--- config.mk ---
export PLATFORM = sky130hd
export DESIGN_NAME = nivel2_temporizador
export DESIGN_NICKNAME = d
export VERILOG_FILES = /design/src/rtl/nivel2_temporizador.sv
export SDC_FILE = /design/constraint.sdc
export NUM_CORES = 1
export LEC_CHECK = 0
export CORE_MARGIN = 2
export CORE_UTILIZATION = 29
export DETAILED_ROUTE_END_ITERATION = 7
export SYNTH_ARGS = -nofsm -noshare
export SYNTH_HDL_FRONTEND = slang
export SYNTH_SLANG_ARGS = --single-unit
export TNS_END_PERCENT = 5
--- constraint.sdc ---
create_clock -name clk -period 2.55 [get_ports clk]
set_input_delay 0.51 -clock clk [delete_from_list [all_inputs] [get_ports clk]]
set_output_delay 0.51 -clock clk [all_outputs]
set_load 0.005 [all_outputs]
--- src/rtl/nivel2_temporizador.sv ---
// Cooking timer: holds MM:SS as four BCD digits loaded from the keypad and counts
// down one second per TICKS_PER_SEC clocks while the magnetron is on.
module nivel2_temporizador #(
    parameter int TICKS_PER_SEC = 100
) (
    input  logic       clk,
    input  logic       rst,
    input  logic       clear,
    input  logic       key_valid,
    input  logic [3:0] key_digit,
    input  logic       magnetron_on,
    output logic [3:0] min_tens,
    output logic [3:0] min_units,
    output logic [3:0] sec_tens,
    output logic [3:0] sec_units,
    output logic       timer_done,
    output logic       done_pulse
);

    localparam int PW = $clog2(TICKS_PER_SEC);
    localparam logic [PW-1:0] PRESC_LAST = PW'(TICKS_PER_SEC - 1);

    typedef enum logic [1:0] {
        EMPTY,
        SET,
        RUN
    } state_t;

    state_t        r_state;
    logic [3:0]    r_minTens, r_minUnits, r_secTens, r_secUnits;
    logic [PW-1:0] r_presc;
    logic          r_timerDone;
    logic          r_donePulse;

    logic          w_keyAccept;
    logic          w_count;
    logic          w_tick;
    logic [3:0]    w_decMinTens, w_decMinUnits, w_decSecTens, w_decSecUnits;
    logic [3:0]    w_nextMinTens, w_nextMinUnits, w_nextSecTens, w_nextSecUnits;
    logic [PW-1:0] w_nextPresc;
    logic          w_nextZero;

    // EMPTY is held exactly when the stored time is 00:00, so the state doubles as the nonzero flag.
    assign w_keyAccept = key_valid && (key_digit <= 4'd9) && !magnetron_on;
    assign w_count     = magnetron_on && (r_state != EMPTY);
    assign w_tick      = w_count && (r_presc == PRESC_LAST);

    always_comb begin
        w_decMinTens  = r_minTens;
        w_decMinUnits = r_minUnits;
        w_decSecTens  = r_secTens;
        w_decSecUnits = r_secUnits;
        if (r_secUnits != 4'd0) begin
            w_decSecUnits = r_secUnits - 4'd1;
        end else if (r_secTens != 4'd0) begin
            w_decSecUnits = 4'd9;
            w_decSecTens  = r_secTens - 4'd1;
        end else begin
            // Only reached with nonzero minutes, since ticks never fire at 00:00.
            w_decSecUnits = 4'd9;
            w_decSecTens  = 4'd5;
            if (r_minUnits != 4'd0) begin
                w_decMinUnits = r_minUnits - 4'd1;
            end else begin
                w_decMinUnits = 4'd9;
                w_decMinTens  = r_minTens - 4'd1;
            end
        end
    end

    always_comb begin
        w_nextMinTens  = r_minTens;
        w_nextMinUnits = r_minUnits;
        w_nextSecTens  = r_secTens;
        w_nextSecUnits = r_secUnits;
        w_nextPresc    = r_presc;
        if (clear) begin
            w_nextMinTens  = 4'd0;
            w_nextMinUnits = 4'd0;
            w_nextSecTens  = 4'd0;
            w_nextSecUnits = 4'd0;
            w_nextPresc    = '0;
        end else if (w_keyAccept) begin
            w_nextMinTens  = r_minUnits;
            w_nextMinUnits = r_secTens;
            w_nextSecTens  = r_secUnits;
            w_nextSecUnits = key_digit;
            w_nextPresc    = '0;
        end else if (w_tick) begin
            w_nextMinTens  = w_decMinTens;
            w_nextMinUnits = w_decMinUnits;
            w_nextSecTens  = w_decSecTens;
            w_nextSecUnits = w_decSecUnits;
            w_nextPresc    = '0;
        end else if (w_count) begin
            w_nextPresc    = r_presc + 1'b1;
        end
    end

    assign w_nextZero = (w_nextMinTens == 4'd0) && (w_nextMinUnits == 4'd0) &&
                        (w_nextSecTens == 4'd0) && (w_nextSecUnits == 4'd0);

    always_ff @(posedge clk or posedge rst) begin
        if (rst) begin
            r_state     <= EMPTY;
            r_minTens   <= 4'd0;
            r_minUnits  <= 4'd0;
            r_secTens   <= 4'd0;
            r_secUnits  <= 4'd0;
            r_presc     <= '0;
            r_timerDone <= 1'b1;
            r_donePulse <= 1'b0;
        end else begin
            r_minTens   <= w_nextMinTens;
            r_minUnits  <= w_nextMinUnits;
            r_secTens   <= w_nextSecTens;
            r_secUnits  <= w_nextSecUnits;
            r_presc     <= w_nextPresc;
            r_timerDone <= w_nextZero;
            r_donePulse <= !clear && w_tick && w_nextZero;
            if (w_nextZero) begin
                r_state <= EMPTY;
            end else if (magnetron_on) begin
                r_state <= RUN;
            end else begin
                r_state <= SET;
            end
        end
    end

    assign min_tens   = r_minTens;
    assign min_units  = r_minUnits;
    assign sec_tens   = r_secTens;
    assign sec_units  = r_secUnits;
    assign timer_done = r_timerDone;
    assign done_pulse = r_donePulse;

endmodule

==> flow_summary.ini, run 1 <==
[worst_hold_path]
worstHoldPathType = flip-flop to flip-flop

[logic_synthesis]
yosys.area.top_type = dfrtp_1
synth_edf_count = 0
yosys_register_bits = 27
synthTopCellsByArea = dfrtp_1, inv_1, nor2_1, nand2_1, o211ai_1
avgSynthCellArea_sq_um = 9.07
synth.most_common_cell = dfrtp_1
ys_types = 59
synth_warnings = 0
ys_seq_area_share_pct = 37.3
async_reset_ff_share_pct = 100
synth.net_count = 213
synthFlopType = dfrtp_1
synth_top_area_share_pct = 35.9
synth_area_sq_mm = 0.00181
syn_inst = 200
synth_common_cells = dfrtp_1, inv_1, nor2_1, nand2_1, a21oi_1

[finish]
drive_gt1_share_pct = 26.2
final_nets = 281
final_cells = 342
diodes = 0
fillers = 605
area_growth_syn_to_layout_pct = 38.5

[clocking]
cts_hold_buffers = 0
htree_levels = 1
cts_made_buffers = 3
clockBufferDepth = 2
tritoncts = done
clockRootBuffer = clkbuf_8
clk_pin_slew_ns = 0.09
clk_latency_ns = 0.27
cts_sinks = 27

[global_routing]
grt_pass1_wl_um = 8390
grt_pass1_vias = 1797
grt_max_degree = 28
globalRouteMet2Util_pct = 24.3
antenna_found_initial = 0
grt.total_usage_pct = 14.6
met1_usage_pct = 19.7
top_usage_layer = met2
grt_overflow = 0
use_met3_pct = 1.69

[setup_path]
crit_arrival_ns = 2.60
r2r-start = r_presc[2]
worstRegToRegCells = 7
cpPeakStageDelay_ns = 0.60
crit_path_end_kind = flip-flop
worstReg2RegEnd = r_state[0]
path_max_fanout = 6
cp-start-kind = flip-flop
cp_cell_sequence = or4b_4, nor4_4, xor2_1, o221ai_1, and4_4, nand4b_4, o31a_1
crit_type = flip-flop to flip-flop
r2r_setup_slack_ns = 0.11
crit_path_end = r_state[0]
setup.worst_path.start = r_presc[2]
worstPathRequired_ns = 2.71
cpMaxStageDelayCell = or4b_4

[die]
dieArea_sq_mm = 0.00690
initial_utilization_pct = 30.3
rows = 28
io_pins = 27
fp.dieH_um = 83.1
core_area_sq_mm = 0.00599
die_w_um = 83.1

[route]
drc = 0
avgViaCountPerCell = 5.03
wl_um = 4880
wl_per_cell_um = 14.3
drt_iter0_drc = 80
postRouteAntennaNets = 0
vias = 1719
drt_pass1_iterations = 4

[placement]
dp_hpwl_um = 3830
dp_cells = 337
port_buffers = 26
gp_congestion = 0.898

[timing]
max_clock_freq_mhz = 409
final_max_slew_viol_count = 0
finalSetupViolations = 0
period_minus_slack_ns = 2.44
max_slew_margin_pct = 71.9
holdWs_ns = 0.553
fin_crit_sh_pct = 95.9
hold_viol = 0
clock-skew-final_ns = 0.0110
worstMarginPinSlew_ns = 0.420

[power]
p_int_mw = 0.710
power_frac_seq_pct = 46.8
sw_frac_of_total_pct = 30.1
power.static_leakage_nw = 1.12
power_density_mw_per_mm2 = 404
power.switching_mw = 0.306
vdd_ir_drop_max_mv = 0.266
combinationalPowerShare_pct = 28.6
power_frac_clock_pct = 24.7

[outcome]
outcome = finished, final reports clean

[flow_run]
maxCapViolations = 0
## critical path: cells and delay by family, from the launching register on
family,cells,cell delay (ns)
simple gates,4,1.30
flops,1,0.47
compound gates,2,0.46
xor+xnor,1,0.10
## cell families after synthesis
kind of cell | Yosys count | synth area share, %
AOI/OAI and AO/OA | 53 | 23.2
DFF | 27 | 37.3
adders and majority gates | 4 | 2.76
xor gates and xnor gates | 4 | 1.93
and+or+nand+nor | 82 | 28.1
buffers and inverters | 30 | 6.76
## state kept, by name, indices dropped and copies added (netlist names)
name,count
min_tens,4
sec_tens,4
timer_done,1
r_presc,7
min_units,4
r_state,2
sec_units,4
done_pulse,1
## timing repair
item	4_1_cts	5_1_grt
setup buffers	0	1
gates resized for setup	0	2
setup endpoints to repair	0	4
## how the worst min path moves through the flow
stage / to / cells past startpoint / start / slack, ns
2_1_floorplan: r_presc[5] / 1 / r_presc[5] / 0.52
3_3_place_gp: r_presc[1] / 2 / r_presc[1] / 0.54
3_5_place_dp: r_presc[1] / 2 / r_presc[1] / 0.55
4_1_cts: r_presc[1] / 2 / r_presc[1] / 0.56
5_1_grt: r_presc[1] / 2 / r_presc[1] / 0.58
6_report: r_presc[1] / 2 / r_presc[1] / 0.55
## metal layers
layer  vias to the layer above  share of wire, %
li1                        870                 -
met1                       818                50
met2                        27                48
met3                         4               1.7
met4                         0               1.2
met5                         -                 0
## layout by cell type (no fill, tap or decap), drive strengths merged, types with 2 or more instances in the layout
cell type,netlist,final
a211o,2,2
clkdlybuf4s50,0,26
a211oi,3,3
xor2,3,3
a311o,3,3
o211ai,8,8
nor3b,2,2
nand4,4,4
nor3,5,5
nand4b,2,2
inv,23,23
and4,3,3
o21a,2,2
o21ai,8,8
o31a,2,2
o221ai,2,2
or2,2,2
ha,4,4
o41ai,2,2
or3,3,3
nor2,24,24
a21oi,10,10
nand3,9,9
clkbuf,0,4
a311oi,2,2
buf,6,43
nand2,18,18
nor4,4,4
dfrtp,26,26
a21o,2,2
## power by group through the flow
stage | registers (mW) | clock network, mW | logic (mW)
CTS | 0.475 | 0.259 | 0.290
finish | 0.475 | 0.250 | 0.290
floorplan | 0.483 | 0 | 0.145
global route | 0.478 | 0.280 | 0.320
detailed placement | 0.483 | 0 | 0.288
global placement | 0.483 | 0 | 0.286
## area by class of cell
type	instances	area (sq um)	share of cell area, %
Sequential cell	27	677	26.9
Inverter	24	90.1	3.59
Timing Repair Buffer	69	583	23.2
Tap cell	75	93.8	3.74
Clock buffer	4	45.0	1.79
Multi-Input combinational cell	143	1020	40.7
## metrics by stage
stage          worst slack (ns)   TNS, ns  power (mW)  cell area [sq um]  util, %
2_1_floorplan             0.159         0       0.628               1810        -
3_3_place_gp             -0.191    -0.678       0.769               2450     40.9
3_5_place_dp             -0.173    -0.585       0.771               2450     40.9
4_1_cts                  0.0373         0        1.02               2500     41.7
5_1_grt                -0.00412  -0.00412        1.08               2510     41.9
6_report                  0.105         0        1.02               2510     41.9
(Power assumes the default switching activity.)
==> run 2: changes to the inputs <==
REMOVE_ABC_BUFFERS = 1   (was default)
==> run 2 against run 1 <==
  * Via count increased by 2.7%
  * Register-to-register slack improved by 0.06 ns
  * Combinational power about the same
  * Utilization increased by 0.084 points
  * Sequential share of layout area about the same
  * Count of clock-buffer cells in the layout unchanged
  * Fmax increased by 0.92%
  * Largest power group unchanged
  * Critical path depth increased by 2
  * Total power increased by 0.97%
==> flow_summary.ini, run 2 (synthesized netlist as in run 1, its figures left out) <==
[setup_path]
cp-start-kind = primary input
worstRegToRegCells = 9
crit_path_end = r_state[0]
crit_family = compound AO/OA/AOI/OAI gates
worstReg2RegEnd = r_state[0]
crit_arrival_ns = 2.60
worstPathRequired_ns = 2.73
cpPeakStageDelay_ns = 0.50
critPathBufInv = 2
crit_type = primary input to flip-flop
crit_path_end_kind = flip-flop
cpMaxStageDelayCell = clkdlybuf4s50_1
cp_cell_sequence = clkdlybuf4s50_1, o21a_1, buf_4, nand4_1, a221o_1, o211ai_1, and4_1, nand4b_4, o31a_1
r2r_setup_slack_ns = 0.17
cp.depth = 9
r2r-start = sec_tens[1]
path_max_fanout = 4
setup.worst_path.start = magnetron_on

[global_routing]
antenna_found_initial = 0
grt_pass1_wl_um = 8510
grt_pass1_vias = 1682
grt.total_usage_pct = 15.1
grt_overflow = 0
grt_max_degree = 28

[finish]
fillers = 590
regMostFlops = r_presc
diodes = 0
largest_reg_flops = 7
final_common_cell = buf_4
final_nets = 280
mostFrequentLayoutCells = buf_4, clkdlybuf4s50_1, dfrtp_1, inv_1, nor2_1
area_growth_syn_to_layout_pct = 38.8
drive_gt1_share_pct = 27.1
final_cells = 341
final_util_pct = 42.0

[die]
initial_utilization_pct = 30.3
dieArea_sq_mm = 0.00690
fp.dieH_um = 83.1
die_w_um = 83.1
core_area_sq_mm = 0.00599
rows = 28
io_pins = 27

[placement]
dp_hpwl_um = 4020
dp_slack_ns = -0.199
gp_congestion = 0.865
dp_cells = 335
port_buffers = 26

[clocking]
clk_latency_ns = 0.28
clockRootBuffer = clkbuf_8
cts_sinks = 27
clk_pin_slew_ns = 0.10
tritoncts = done
cts_made_buffers = 3
htree_levels = 1
clockBufferDepth = 2

[route]
postRouteAntennaNets = 0
avgViaCountPerCell = 5.18
vias = 1766
drc = 0
drt_iter0_drc = 73
wl_per_cell_um = 15.1
drt_pass1_iterations = 4
wl_um = 5140

[worst_hold_path]
worstHoldPathType = flip-flop to flip-flop

[timing]
rsz0062_at_grt = no
period_minus_slack_ns = 2.42
clock-skew-final_ns = 0.0106
setup_ws_ns = 0.127
max_clock_freq_mhz = 413
final_max_slew_viol_count = 0
hold_viol = 0
fin_crit_sh_pct = 95.0
worstMarginPinSlew_ns = 0.444
finalSetupViolations = 0
max_slew_margin_pct = 70.0

[flow_run]
maxCapViolations = 0

[power]
vdd_ir_drop_max_mv = 0.232
power.total_mw = 1.03
power_density_mw_per_mm2 = 407
power.static_leakage_nw = 1.12

[outcome]
outcome = finished, final reports clean
## run 2: cell types whose count changed in the layout (fill, tap and decap cells not counted), sizes merged
cell,before,now
buf,43,42
## run 2: what timing repair did
action / in CTS / in global routing
buffers inserted: 0 / 2
gates resized for setup: 0 / 6
endpoints found under the setup margin: 0 / 4
hold endpoints to repair: 0 / 0
hold buffers: 0 / 0
## run 2: power breakdown
| part | switching (mW) | internal [mW] | total (mW) | leakage, nW |
|---|---|---|---|---|
| sequential | 0.0237 | 0.452 | 0.476 | 0.361 |
| combinational | 0.148 | 0.146 | 0.293 | 0.735 |
| clock | 0.143 | 0.112 | 0.256 | 0.0228 |
| total | 0.314 | 0.711 | 1.03 | 1.12 |
## run 2: area by class of cell
cell class              count  area (sq um)  share of cell area (%)
multi-input cells         143          1030                    41.1
clock buffers               4          45.0                    1.79
well taps                  75          93.8                    3.73
flip-flops and latches     27           678                    26.9
inverters                  24          90.1                    3.58
repair buffers             68           576                    22.9
## run 2: through the flow
stage / hold slack, ns / TNS [ns] / cell area (sq um)
final: 0.577 / 0 / 2520
after floorplan: 0.517 / 0 / 1780
after detailed placement: 0.565 / -0.681 / 2440
after global routing: 0.625 / 0 / 2520
after CTS: 0.583 / 0 / 2480
after global placement: 0.544 / -0.574 / 2440
## run 2: how the worst min path moves through the flow
stage,from,depth (start not counted),end
after floorplan,r_presc[5],1,r_presc[5]
after global placement,r_presc[1],2,r_presc[1]
after detailed placement,r_presc[0],2,r_presc[0]
after CTS,r_presc[1],2,r_presc[1]
after global routing,r_presc[1],2,r_presc[1]
final,r_presc[1],2,r_presc[1]
## run 2: per-layer routing
metal,up-vias,share of wire [%],global-route usage (%),routed length [um]
met5,-,0,0,0
met1,861,48,21.0,2490
li1,865,-,-,-
met4,0,1.2,4.62,62
met3,4,3.2,1.49,167
met2,36,47,24.6,2420
## run 2: tightest hold or removal path, stage by stage (launching register included)
cell     delay (ns)
dfrtp_1        0.41
nand2_1        0.06
a21oi_1        0.07
==> run 3: changes to the inputs <==
CTS_BUF_LIST = sky130_fd_sc_hd__clkbuf_2   (was default)
TNS_END_PERCENT = default   (was 5)
==> run 3 against run 2 <==
  * Utilization fell by 0.13 points
  * Via count increased by 1.9%
  * Count of clock-buffer cells in the layout stayed put
  * Combinational power hardly changed
  * Sequential share of layout area grew 0.13 points
  * Highest routed layer unchanged
  * Fmax decreased by 1.1%
  * Non-clock buffer count up 2
  * Critical path depth unchanged
  * Final cell count grew 0.59%
  * Worst setup slack got worse by 0.028 ns
  * Total power is 7.5% lower
  * Largest power group unchanged
  * Hold slack got worse by 0.13 ns
==> flow_summary.ini, run 3 (synthesized netlist as in run 1, its figures left out) <==
[timing]
worstMarginPinSlew_ns = 0.544
clock-skew-final_ns = 0.0186
fin_setup_tns_ns = 0
max_slew_margin_pct = 63.6
finalSetupViolations = 0
hold_viol = 0
setup_ws_ns = 0.0995
final_max_slew_viol_count = 0
max_clock_freq_mhz = 408
fin_crit_sh_pct = 96.1
holdWs_ns = 0.450
period_minus_slack_ns = 2.45

[setup_path]
worstPathRequired_ns = 2.86
r2r_setup_slack_ns = 0.1
cpMaxStageDelayCell = dfrtp_2
worstRegToRegCells = 9
path_max_fanout = 5
crit_type = flip-flop to flip-flop
crit_top_cell = buf_4
cp-start-kind = flip-flop
crit_path_end_kind = flip-flop
cpPeakStageDelay_ns = 0.49
cp_cell_sequence = buf_4, nor4b_4, buf_4, nand4_1, a221o_1, o211ai_1, and4_1, nand4b_4, o31a_1
crit_arrival_ns = 2.76

[placement]
dp_slack_ns = -0.199
port_buffers = 26
dp_cells = 335
gp_congestion = 0.865
dp_hpwl_um = 4020
placed_area_sq_mm = 0.00244

[global_routing]
grt.total_usage_pct = 15.0
grt_max_degree = 28
grt_pass1_wl_um = 8510
antenna_found_initial = 0
grt_overflow = 0
grt_pass1_vias = 1689

[finish]
mostFrequentLayoutCells = buf_4, clkdlybuf4s50_1, dfrtp_1, inv_1, nor2_1
design_area_sq_mm = 0.00251
final_nets = 282
diodes = 0
fillers = 586
final_common_cell = buf_4
multiInputGateArea_sq_mm = 0.00104
regMostFlops = r_presc
area_growth_syn_to_layout_pct = 38.3
seqCellArea_sq_um = 679
drive_gt1_share_pct = 28.4
final_cells = 343
final_util_pct = 41.9
largest_reg_flops = 7

[route]
postRouteAntennaNets = 0
drt_iter0_drc = 98
drc = 0
wl_per_cell_um = 15.1
wl_um = 5190
avgViaCountPerCell = 5.24
vias = 1799
drt_pass1_iterations = 4

[clocking]
cts_made_buffers = 3
cts_sinks = 27
clockBufferDepth = 2
clk_pin_slew_ns = 0.28
cts_hold_buffers = 0
clk_latency_ns = 0.38
tritoncts = done
clockRootBuffer = clkbuf_2
htree_levels = 1

[power]
power.static_leakage_nw = 1.12
power.total_mw = 0.948
vdd_ir_drop_max_mv = 0.165
power_density_mw_per_mm2 = 378

[die]
fp.dieH_um = 83.1
rows = 28
die_w_um = 83.1
io_pins = 27
core_area_sq_mm = 0.00599
dieArea_sq_mm = 0.00690
initial_utilization_pct = 30.3

[outcome]
outcome = finished, final reports clean

[worst_hold_path]
worstHoldPathType = primary input to async pin

[flow_run]
maxCapViolations = 0
[run 3: worst paths after layout]
kind                            start     endpoint
hold reg to reg            r_presc[1]   r_presc[1]
hold / removal                    rst  min_tens[2]
min in group clk           r_presc[1]   r_presc[1]
setup / recovery           r_presc[2]   r_state[0]
setup reg to reg           r_presc[2]   r_state[0]
max in group asynchronous         rst   timer_done
[run 3: timing repair]
item	4_1_cts	5_1_grt
endpoints found under the setup margin	0	4
gates resized for setup	0	6
endpoints found under the hold margin	0	0
buffers inserted	0	4
[run 3: layout make-up]
type	instances	area share (%)
sequential	27	27.1
inverter	24	3.59
tap	75	3.74
timing repair buffer	70	23.5
multi-input combinational	143	41.3
clock buffer	4	0.798
[run 3: where the power goes]
group | total, mW | leakage [nW] | internal [mW] | switching, mW
logic | 0.293 | 0.746 | 0.145 | 0.148
clock network | 0.178 | 0.0166 | 0.0413 | 0.137
registers | 0.477 | 0.359 | 0.454 | 0.0238
total | 0.948 | 1.12 | 0.640 | 0.308
[run 3: layer usage]
metal  up-vias  wire length [um]  GRT usage (%)
met5         -                 0              0
met4         0                44           4.17
met3         4               207           1.49
met2        46              2470           24.7
met1       881              2460           20.9
li1        868                 -              -
[run 3: critical path: cells and delay by family (launching register included)]
kind / cells / cell delay (ns)
AND/OR/NAND/NOR: 4 / 0.86
AO/OA/AOI/OAI: 3 / 0.73
flip-flops: 1 / 0.49
buffers and inverters: 2 / 0.32
